--- src/rtl/reorder_buffer.sv ---
// Eight-entry circular reorder buffer: allocates tags at dispatch, captures CDB
// results, retires in program order and squashes everything on a mispredicted branch.
module reorder_buffer #(
    parameter int WIDTH = 31,
    parameter int ROB   = 2,
    parameter int REG   = 4
) (
    input  logic             clk,
    input  logic             clear,
    input  logic             dispatchValid,
    input  logic [REG:0]     dispatchRd,
    output logic             dispatchReady,
    output logic [ROB:0]     dispatchRob,
    input  logic             cdbValid,
    input  logic [ROB:0]     cdbRob,
    input  logic [WIDTH:0]   cdbResult,
    input  logic             cdbMispredict,
    input  logic [WIDTH:0]   cdbTarget,
    input  logic [ROB:0]     srcRob,
    output logic             srcReady,
    output logic [WIDTH:0]   srcValue,
    output logic             commitValid,
    output logic [REG:0]     commitRd,
    output logic [WIDTH:0]   commitValue,
    output logic [ROB:0]     commitRob,
    output logic             flush,
    output logic [WIDTH:0]   redirectPC
);

    localparam int DEPTH = 2 ** (ROB + 1);
    localparam logic [ROB+1:0] FULL_COUNT = DEPTH[ROB+1:0];

    logic [DEPTH-1:0] valid_r;
    logic [DEPTH-1:0] done_r;
    logic [DEPTH-1:0] mis_r;
    logic [REG:0]     rd_r     [DEPTH];
    logic [WIDTH:0]   value_r  [DEPTH];
    logic [WIDTH:0]   target_r [DEPTH];
    logic [ROB:0]     head_r;
    logic [ROB:0]     tail_r;
    logic [ROB+1:0]   count_r;
    logic             flush_r;
    logic [WIDTH:0]   redirect_r;

    logic             ready_s;
    logic             alloc_s;
    logic             commit_s;
    logic             squash_s;
    logic             write_s;

    assign ready_s  = (count_r < FULL_COUNT) && !flush_r;
    assign alloc_s  = dispatchValid && ready_s;
    assign commit_s = valid_r[head_r] && done_r[head_r];
    assign squash_s = commit_s && mis_r[head_r];
    assign write_s  = cdbValid && valid_r[cdbRob];

    assign dispatchReady = ready_s;
    assign dispatchRob   = tail_r;
    assign commitValid   = commit_s;
    assign commitRob     = head_r;
    assign flush         = flush_r;
    assign redirectPC    = redirect_r;

    // Head entry payload, zeroed while nothing is retiring
    always_comb begin
        commitRd    = '0;
        commitValue = '0;
        if (commit_s) begin
            commitRd    = rd_r[head_r];
            commitValue = value_r[head_r];
        end else begin
            commitRd    = '0;
            commitValue = '0;
        end
    end

    // Operand lookup: stored value first, then same-cycle CDB bypass
    always_comb begin
        srcReady = 1'b0;
        srcValue = '0;
        if (valid_r[srcRob] && done_r[srcRob]) begin
            srcReady = 1'b1;
            srcValue = value_r[srcRob];
        end else if (cdbValid && (cdbRob == srcRob)) begin
            srcReady = 1'b1;
            srcValue = cdbResult;
        end else begin
            srcReady = 1'b0;
            srcValue = '0;
        end
    end

    // Entry array: writeback, allocation and retirement; a squash drops all entries
    always_ff @(posedge clk) begin
        if (!clear) begin
            valid_r <= '0;
            done_r  <= '0;
            mis_r   <= '0;
            for (int i = 0; i < DEPTH; i++) begin
                rd_r[i]     <= '0;
                value_r[i]  <= '0;
                target_r[i] <= '0;
            end
        end else if (squash_s) begin
            valid_r <= '0;
        end else begin
            // The tail slot is never valid when allocating, so these never collide
            if (write_s) begin
                done_r[cdbRob]   <= 1'b1;
                mis_r[cdbRob]    <= cdbMispredict;
                value_r[cdbRob]  <= cdbResult;
                target_r[cdbRob] <= cdbTarget;
            end
            if (alloc_s) begin
                valid_r[tail_r] <= 1'b1;
                done_r[tail_r]  <= 1'b0;
                mis_r[tail_r]   <= 1'b0;
                rd_r[tail_r]    <= dispatchRd;
            end
            if (commit_s) begin
                valid_r[head_r] <= 1'b0;
            end
        end
    end

    // Pointers, occupancy and the one-cycle flush/redirect
    always_ff @(posedge clk) begin
        if (!clear) begin
            head_r     <= '0;
            tail_r     <= '0;
            count_r    <= '0;
            flush_r    <= 1'b0;
            redirect_r <= '0;
        end else if (squash_s) begin
            head_r     <= '0;
            tail_r     <= '0;
            count_r    <= '0;
            flush_r    <= 1'b1;
            redirect_r <= target_r[head_r];
        end else begin
            flush_r <= 1'b0;
            if (alloc_s) begin
                tail_r <= tail_r + 1'b1;
            end
            if (commit_s) begin
                head_r <= head_r + 1'b1;
            end
            case ({alloc_s, commit_s})
                2'b10:   count_r <= count_r + 1'b1;
                2'b01:   count_r <= count_r - 1'b1;
                default: count_r <= count_r;
            endcase
        end
    end

endmodule

--- config.mk ---
export PLATFORM = sky130hd
export DESIGN_NAME = reorder_buffer
export DESIGN_NICKNAME = d
export VERILOG_FILES = /design/src/rtl/reorder_buffer.sv
export SDC_FILE = /design/constraint.sdc
export NUM_CORES = 1
export LEC_CHECK = 0
export ABC_AREA = 0
export BUFFER_PORTS_ARGS = -buffer_cell sky130_fd_sc_hd__buf_2
export CORE_MARGIN = 4
export CORE_UTILIZATION = 60
export CTS_BUF_LIST = sky130_fd_sc_hd__clkbuf_4
export CTS_CLUSTER_DIAMETER = 150
export DETAILED_ROUTE_END_ITERATION = 6
export HOLD_SLACK_MARGIN = 0.15
export PLACE_DENSITY = 0.76
export SLEW_MARGIN = 20
export SYNTH_ARGS = -nofsm -noshare
export SYNTH_HDL_FRONTEND = slang
export SYNTH_SLANG_ARGS = --single-unit
--- constraint.sdc ---
create_clock -name clk -period 5.5 [get_ports clk]
set_clock_uncertainty 0.15 [all_clocks]
set_input_delay 1.1 -clock clk [delete_from_list [all_inputs] [get_ports clk]]
set_output_delay 1.1 -clock clk [all_outputs]
set_load 0.01 [all_outputs]
Yosys cells after proc, flatten, opt, wreduce, memory -nomap -nowiden
Memory sizes are Yosys's and may differ from the RTL's. A register that Yosys moved wholly into a read port is not among the register bits.
Cells that the tools add are included.
{"block": "op_classes", "add_sub_neg": 4, "n_lt_le_gt_ge": 8, "eq_ne": 3, "muxes": 61, "n_bitwise": 8, "n_reduce_logical": 17}
{"cell": "$mux W32", "n": 5}
{"cell": "$mux W8", "n": 12}
{"cell": "$reduce_or A32 Y1", "n": 2}
{"cell": "$and A8 B8 Y8", "n": 3}
{"cell": "$mux W1", "n": 24}
{"cell": "$mux W3", "n": 7}
{"cell": "$bmux W1 S3", "n": 6}
{"cell": "$lt A3 B4 Y1 const B", "n": 4}
{"cell": "$not A8 Y8", "n": 2}
{"cell": "$or A8 B8 Y8", "n": 2}
{"cell": "$logic_and A1 B1 Y1", "n": 10}
{"cell": "$mux W5", "n": 2}
{"cell": "$demux W1 S3", "n": 3}
{"cell": "$ge A3 B1 Y1 const B", "n": 3}
{"cell": "$bwmux W8", "n": 1}
{"cell": "$pmux W4 S2", "n": 1}
{"cell": "$add A3 B1 Y3 const B", "n": 2}
{"cell": "$reduce_or A5 Y1", "n": 1}
{"cell": "$add A4 B1 Y4 const B", "n": 1}
{"cell": "$lt A4 B4 Y1 const B", "n": 1}
{"cell": "$sub A4 B1 Y4 const B", "n": 1}
{"cell": "$eq A3 B3 Y1", "n": 1}
{"cell": "$eq A2 B1 Y1 const B", "n": 1}
{"cell": "$eq A2 B2 Y1 const B", "n": 1}
{"cell": "other kinds (4)", "n": 5}
{"block": "word_totals", "ff_bits": 35, "ramBits": 552, "input_bits": 80, "out_inout_bits": 111, "wordCells": 111, "n_memories": 3}
{"memory": "target_r", "words": 8, "width": 32, "read_ports": 1, "rd_clocked_by_memory_dff": 1, "wr": 8, "line_no": "38", "rtl": "logic [WIDTH:0] target_r [DEPTH];"}
{"memory": "value_r", "words": 8, "width": 32, "read_ports": 2, "rd_clocked_by_memory_dff": 1, "wr": 8, "line_no": "37", "rtl": "logic [WIDTH:0] value_r [DEPTH];"}
{"memory": "rd_r", "words": 8, "width": 5, "read_ports": 1, "rd_clocked_by_memory_dff": 1, "wr": 8, "line_no": "36", "rtl": "logic [REG:0] rd_r [DEPTH];"}

Longest topological paths before layout
Gate-level depths: netlist of run 1.
{"block": "logic_depth", "depth_word": 10, "ltp_mapped": 14, "ltp_nobuf": 12}

Worst setup path before layout of run 1
OpenSTA, ideal clock, no wires.
{"block": "synth_timing", "kind": "input port to flip-flop", "start": "input port cdbRob[2]", "end": "memory target_r[2][0] (netlist name), enable pin", "setup_ns": 0.851, "arrival_ns": 3.551, "setup_slack_ns": 0.949, "path_stages": 5, "path_cell_list": "buf_2 > mux2i_1 > nor2_1 > a32oi_1 > nand3_1"}
{"element": "start, declared", "line_no": "15", "rtl": "input logic [ROB:0] cdbRob,"}
{"element": "end, declared", "line_no": "38"}

Worst setup path in the final report of run 1
{"block": "layout_timing", "start": "register head_r[1], in the netlist commitRob[1]", "end": "output port commitValue[8]"}
{"block": "layout_between", "elab_chain_len": 4}
{"element": "start, declared", "line_no": "39", "rtl": "logic [ROB:0] head_r;"}
{"element": "start signal, assigned", "line_no": "146", "rtl": "head_r <= head_r + 1'b1;"}
{"element": "$bmux W1 S3", "line_no": "53", "rtl": "assign commit_s = valid_r[head_r] && done_r[head_r];"}
{"element": "$mux W1 (implied by the code)", "line_no": "53"}
{"element": "$logic_and A1 B1 Y1 *", "line_no": "53"}
{"element": "$mux W32 *", "line_no": "68", "rtl": "if (commit_s) begin"}
{"element": "end, declared", "line_no": "24", "rtl": "output logic [WIDTH:0] commitValue,"}
Every way passes the cells marked *; elsewhere a longest branch is shown, timed or not. The select of a mux whose other input is x is not followed.

==> flow_metrics.env, run 1 <==
export IMPL_cp_num_buf_inv=1
export IMPL_startpoint_type="register"
export IMPL_path_cells="mux4_2, mux2_4, nor2_1, buf_2"
export IMPL_drive_gt1_frac=0.2888
export IMPL_slew_limit_headroom=0.2686
export IMPL_dr_pass1_iters=6
export IMPL_synth_fa_ha_area_frac=0.002104
export IMPL_antenna_found_initial=10
export IMPL_r2r_setup_slack_ns=1.56
export IMPL_synth_compound_area_frac=0.04590
export IMPL_cts_tree="built"
export IMPL_crit_arrival_ns=3.48
export IMPL_ys_ff_latch=622
export IMPL_clock_latency_ns=0.98
export IMPL_comb_power_share=0.060
export IMPL_synth_top_family_by_area="multiplexers"
export IMPL_synthArstFlopShare=0
export IMPL_post_synth_and_or_nand_nor_area_fraction=0.1180
export IMPL_post_dp_hpwl_mm=43.20
export IMPL_fmaxAchievable_ghz=0.2114
export IMPL_cts_inserted_buffers=155
export IMPL_nets=2481
export IMPL_power_density_nw_per_um2=298.1
export IMPL_syn2layout_area_growth_pct=12.03
export IMPL_ys_types=50
export IMPL_synth_area_per_cell_um2=13.56
export IMPL_wire_per_inst_um=24.09
export IMPL_crit_type="register to output pin"
export IMPL_grt_pass1_vias=20980
export IMPL_worst_slew_pin_slew_ns=1.097
export IMPL_hold_path_cell_count=2
export IMPL_fp_dieW_um=230.6
export IMPL_num_rows=81
export IMPL_ctsResizeCount=0
export IMPL_ant_nets=0
export IMPL_synth_area_um2=29740
export IMPL_maxCapViolCount=0
export IMPL_grt_ovfl_total=0
export IMPL_total_leakage_power_nw=11.70
export IMPL_required_ns=4.25
export IMPL_grt_pass1_wl_mm=118.0
export IMPL_drc=0
export IMPL_grt_usage=0.2911
export IMPL_num_vias=20077
export IMPL_drt_iter0_markers=2018
export IMPL_clkPwrFrac=0.401
export IMPL_grt_start_max_net_pins=129
export IMPL_period_share=0.8602
export IMPL_p_seq_frac=0.538
export IMPL_hold_violations=0
export IMPL_final_cell_area_um2=33310
export IMPL_placement_io_buffers=190
export IMPL_clk_pin_slew_ns=0.06
export IMPL_rsz0062_at_grt="false"
export IMPL_ff2ff_path_depth=6
export IMPL_power_net_switching_w=0.002288
export IMPL_r2r_start="commitRob[1]$_SDFFE_PP0P_"
export IMPL_h_tree_depth=4
export IMPL_ir_drop_mv=0.1848
export IMPL_place_congestion=0.9175
export IMPL_fin_crit_ns=4.731
export IMPL_cp_slowest_cell="dfxtp_2"
export IMPL_holdPathEnd="done_r[1]$_SDFFE_PN0N_"
export IMPL_status="completed"
export IMPL_die_h_um=230.6
export IMPL_seq_area_frac_synth=0.6045
export IMPL_power_w=0.009930
export IMPL_cts_root_buf="clkbuf_4"
export IMPL_synth_mux_area_fraction=0.1968
export IMPL_viasPerCell=6.298
export IMPL_routed_wl_mm=76.81
export IMPL_cts_path_max_buffers=3
export IMPL_synth_edf_count=552
export IMPL_internal_power_w=0.007642
export IMPL_drv_slew=0
export IMPL_holdCritPathClass="register to register"
export IMPL_post_cts_buffers=0
export IMPL_dominantRegCellSynth="edfxtp_1"
export IMPL_ys_warn_count=0
export IMPL_fp_coreArea_um2=48950
export IMPL_regToRegEndpoint="rd_r[0][4]$_SDFFCE_PN0P_"
export IMPL_finalSetupTns_ns=0
export IMPL_initial_utilization=0.6075
export IMPL_crit_family="multiplexers"
export IMPL_syn_nets=2278
export IMPL_end_kind="output pin"
export IMPL_pin_count=191
export IMPL_slowest_delay_ns=0.70
export IMPL_min_from="done_r[1]$_SDFFE_PN0N_"
export IMPL_clock_sinks=622
export IMPL_cts_hold_buffers=0
export IMPL_synthXorXnorAreaFrac=0.002651
export IMPL_netSwitchingFraction=0.2304
export IMPL_crit_fanout=53
export IMPL_die_area_um2=53190
export IMPL_placed_area_um2=31230
export IMPL_setup_viol=0
export IMPL_netlist_instances=2193
[layout by cell type (no fill, tap or decap), types with 6 or more instances in the layout]
cell / Yosys / routed
nor2_1: 581 / 580
edfxtp_1: 552 / 552
clkbuf_4: 0 / 236
mux4_2: 209 / 209
buf_2: 78 / 188
a21oi_1: 109 / 109
mux2i_1: 107 / 106
nand2_1: 89 / 89
nand2b_1: 70 / 70
dfxtp_1: 70 / 64
a211oi_1: 41 / 41
buf_4: 5 / 29
clkinv_1: 1 / 26
nand3_1: 30 / 22
and3_1: 20 / 20
and2_1: 16 / 16
nor3_1: 13 / 12
inv_2: 2 / 11
inv_1: 11 / 11
o21ai_0: 11 / 11
buf_12: 0 / 11
a32oi_1: 8 / 8
nand3_4: 0 / 8
o2111ai_1: 8 / 8
diode_2: 0 / 7
xor2_1: 6 / 6
a311oi_1: 6 / 6
[cell usage after synthesis, drive strengths merged, types with 16 or more instances]
cell	number	area, um2
edfxtp	552	16580
dfxtp	70	1401
mux2i	108	1094
nand2	89	334.1
mux4	209	4707
and3	20	125.1
nand3	30	150.1
buf	99	525.5
clkbuf	83	314.1
and2	16	100.1
a211oi	41	307.8
nand2b	70	437.9
nor2	581	2181
a21oi	113	580.6
[registers in the layout (all words and copies together), names as in the netlist, named ones only]
name,flops
valid_r,8
flush,1
value_r,256
mis_r,8
commitRob,3
target_r,256
redirectPC,32
done_r,8
dispatchRob,3
rd_r,40
count_r,4
[final cells by class]
| cell class | instances | area (um2) |
|---|---|---|
| diodes | 7 | 17.52 |
| clock buffers | 236 | 1772 |
| clock inverters | 42 | 274.0 |
| fillers | 3477 | 15640 |
| inverters | 14 | 52.55 |
| multi-input cells | 1375 | 10990 |
| flip-flops and latches | 622 | 17990 |
| well taps | 664 | 830.8 |
| repair buffers | 228 | 1379 |
[power groups by stage]
stage / clock [W] / sequential [W] / combinational (W)
floorplan: 0 / 0.00543 / 0.000382
global placement: 0 / 0.00543 / 0.000586
detailed placement: 0 / 0.00544 / 0.000596
CTS: 0.00406 / 0.00534 / 0.000597
global route: 0.00430 / 0.00536 / 0.000639
finish: 0.00399 / 0.00534 / 0.000600
[logic make-up (layout without fill, tap and decap cells)]
group / count (synthesis) / after routing
AOI/OAI and AO/OA: 206 / 206
xor gates and xnor gates: 9 / 9
adders and majority gates: 5 / 5
buffers and inverters: 196 / 520
DFF: 622 / 622
muxes: 321 / 321
other: 0 / 7
and+or+nand+nor: 834 / 834
[metal layers]
metal  GRT usage  routed length, um  vias up
met5           0                 72        -
met4      0.1099               2074       12
met2      0.4969              38920     1098
met1      0.3567              27890    10050
li1            -                  -     8742
met3     0.08243               7846      175
[worst min-delay path, delay by kind of cell (launching register included)]
family          cells  cell delay, ns
flops               1            0.31
compound gates      1            0.06
buf+inv             1            0.05
[worst max path at each step]
stage | startpoint | endpoint | slack [ns] | cells after the start
after floorplan | cdbRob[2] | target_r[2][0]$_SDFFCE_PN0P_ | 0.95 | 5
after global placement | srcRob[0] | srcValue[3] | 1.34 | 7
after detailed placement | srcRob[0] | srcValue[6] | 1.27 | 7
after CTS | commitRob[1]$_SDFFE_PP0P_ | commitValue[24] | 0.73 | 4
after global routing | commitRob[1]$_SDFFE_PP0P_ | commitValue[31] | 0.66 | 4
final | commitRob[1]$_SDFFE_PP0P_ | commitValue[8] | 0.77 | 4
[metrics by stage]
step	cells	setup slack [ns]	utilization	hold WS, ns
floorplan	2193	0.9485	-	0.2966
global placement	2902	1.343	0.6380	0.3190
detailed placement	2902	1.268	0.6380	0.3203
CTS	3180	0.7257	0.6798	0.2559
global route	3184	0.6626	0.6803	0.3015
finish	3188	0.7689	0.6805	0.3293
Note: power is estimated with default switching activity, not from simulation.
==> run 2: changes to the inputs <==
REMOVE_ABC_BUFFERS = 1   (was not set)
==> flow_metrics.env, run 2 (same netlist as run 1, synthesis figures left out) <==
export IMPL_status="completed"
export IMPL_post_cts_buffers=0
export IMPL_grt_pass1_vias=20939
export IMPL_drt_iter0_markers=2414
export IMPL_power_net_switching_w=0.002331
export IMPL_place_congestion=0.8583
export IMPL_cts_root_buf="clkbuf_4"
export IMPL_clock_latency_ns=1.03
export IMPL_dr_pass1_iters=5
export IMPL_rsz0062_at_grt="false"
export IMPL_grt_start_max_net_pins=103
export IMPL_end_kind="output pin"
export IMPL_setup_viol=0
export IMPL_grt_usage=0.2945
export IMPL_crit_type="register to output pin"
export IMPL_die_h_um=230.6
export IMPL_clk_pin_slew_ns=0.07
export IMPL_layout_cells_non_filler=3199
export IMPL_ant_nets=0
export IMPL_required_ns=4.25
export IMPL_drc=0
export IMPL_post_dp_hpwl_mm=44.51
export IMPL_slew_limit_headroom=0.2875
export IMPL_reg_top3="target_r x256, value_r x256, rd_r x40"
export IMPL_h_tree_depth=4
export IMPL_antenna_found_initial=6
export IMPL_maxCapViolCount=0
export IMPL_cts_hold_buffers=0
export IMPL_netSwitchingFraction=0.2340
export IMPL_num_rows=81
export IMPL_grt_ovfl_total=0
export IMPL_wire_per_inst_um=24.37
export IMPL_fin_crit_ns=5.046
export IMPL_period_share=0.9175
export IMPL_crit_arrival_ns=3.80
export IMPL_holdCritPathClass="input pin to register"
export IMPL_ctsResizeCount=0
export IMPL_fmaxAchievable_ghz=0.1982
export IMPL_internal_power_w=0.007630
export IMPL_cts_tree="built"
export IMPL_clock_sinks=622
export IMPL_grt_pass1_wl_mm=118.6
export IMPL_final_cell_mix="nor2_1, edfxtp_1, clkbuf_4"
export IMPL_crit_fanout=53
export IMPL_initial_utilization=0.6075
export IMPL_comb_power_share=0.060
export IMPL_placement_io_buffers=190
export IMPL_worst_slew_pin_slew_ns=1.058
export IMPL_drive_gt1_frac=0.2930
export IMPL_syn2layout_area_growth_pct=12.13
export IMPL_die_area_um2=53190
export IMPL_power_density_nw_per_um2=298.7
export IMPL_drv_slew=0
export IMPL_fp_dieW_um=230.6
export IMPL_total_leakage_power_nw=11.71
export IMPL_layout_commonest_cell="nor2_1"
export IMPL_ir_drop_mv=0.2270
export IMPL_nets=2488
export IMPL_clkPwrFrac=0.403
export IMPL_dp_cells=2905
export IMPL_cts_inserted_buffers=159
export IMPL_pin_count=191
export IMPL_cts_path_max_buffers=3
export IMPL_num_vias=20277
export IMPL_whs_ns=0.3031
export IMPL_routed_wl_mm=77.95
export IMPL_p_seq_frac=0.537
export IMPL_viasPerCell=6.339
export IMPL_fp_coreArea_um2=48950
export IMPL_hold_violations=0
export IMPL_startpoint_type="register"
[run 2: changes by cell type in the layout (fill, tap and decap cells not counted)]
| cell | delta |
|---|---|
| buf_16 | +1 |
| clkinv_4 | +1 |
| diode_2 | +2 |
| inv_6 | +1 |
| buf_12 | -4 |
| buf_4 | +6 |
| inv_2 | -5 |
| bufinv_16 | -2 |
| clkinvlp_4 | +4 |
| clkinv_2 | +1 |
| clkinv_1 | -4 |
| clkbuf_4 | +10 |
[run 2: worst paths after layout]
| path | startpoint | endpoint | slack (ns) | cells past startpoint |
|---|---|---|---|---|
| setup / recovery | commitRob[1]$_SDFFE_PP0P_ | commitValue[14] | 0.45 | 4 |
| hold / removal | cdbTarget[15] | target_r[7][15]$_SDFFCE_PN0P_ | 0.30 | 3 |
| setup reg to reg | commitRob[1]$_SDFFE_PP0P_ | rd_r[0][3]$_SDFFCE_PN0P_ | 1.40 | 6 |
| hold reg to reg | mis_r[2]$_SDFFE_PN0N_ | mis_r[2]$_SDFFE_PN0N_ | 0.34 | 2 |
[run 2: per-stage QoR]
stage	util	setup TNS, ns	area (um2)	worst slack [ns]	power, W
after floorplan	-	-2749.29	28900	-4.068	0.005770
after global placement	0.6377	0	31210	1.118	0.006012
after detailed placement	0.6377	0	31210	1.090	0.006040
after CTS	0.6802	0	33290	0.4649	0.01001
after global routing	0.6809	0	33330	0.3282	0.01034
final	0.6812	0	33340	0.4540	0.009961
[run 2: critical path: stages, from the launching register on]
cell and delay, ns:
dfxtp_2 0.89, mux4_2 0.58, mux2_4 0.64, nor2_1 0.46, buf_2 0.21
[run 2: power groups by stage]
stage	combinational [W]	sequential, W	clock [W]
floorplan	0.000338	0.00543	0
global placement	0.000581	0.00543	0
detailed placement	0.000594	0.00545	0
CTS	0.000596	0.00534	0.00407
global route	0.000635	0.00536	0.00435
finish	0.000599	0.00535	0.00402
[run 2: routing by layer]
metal  vias to the layer above  global-route usage  share of wire
li1                       8754                   -              -
met1                     10142              0.3809           0.37
met2                      1184              0.4897           0.50
met3                       193             0.06713          0.099
met4                         4              0.1199          0.029
met5                         -                   0        0.00035
[run 2: layout make-up]
type	instances	area, um2
well taps	664	830.8
multi-input cells	1375	10990
repair buffers	231	1371
clock inverters	38	232.7
fillers	3480	15610
flip-flops and latches	622	17990
inverters	14	52.55
clock buffers	246	1847
diodes	9	22.52
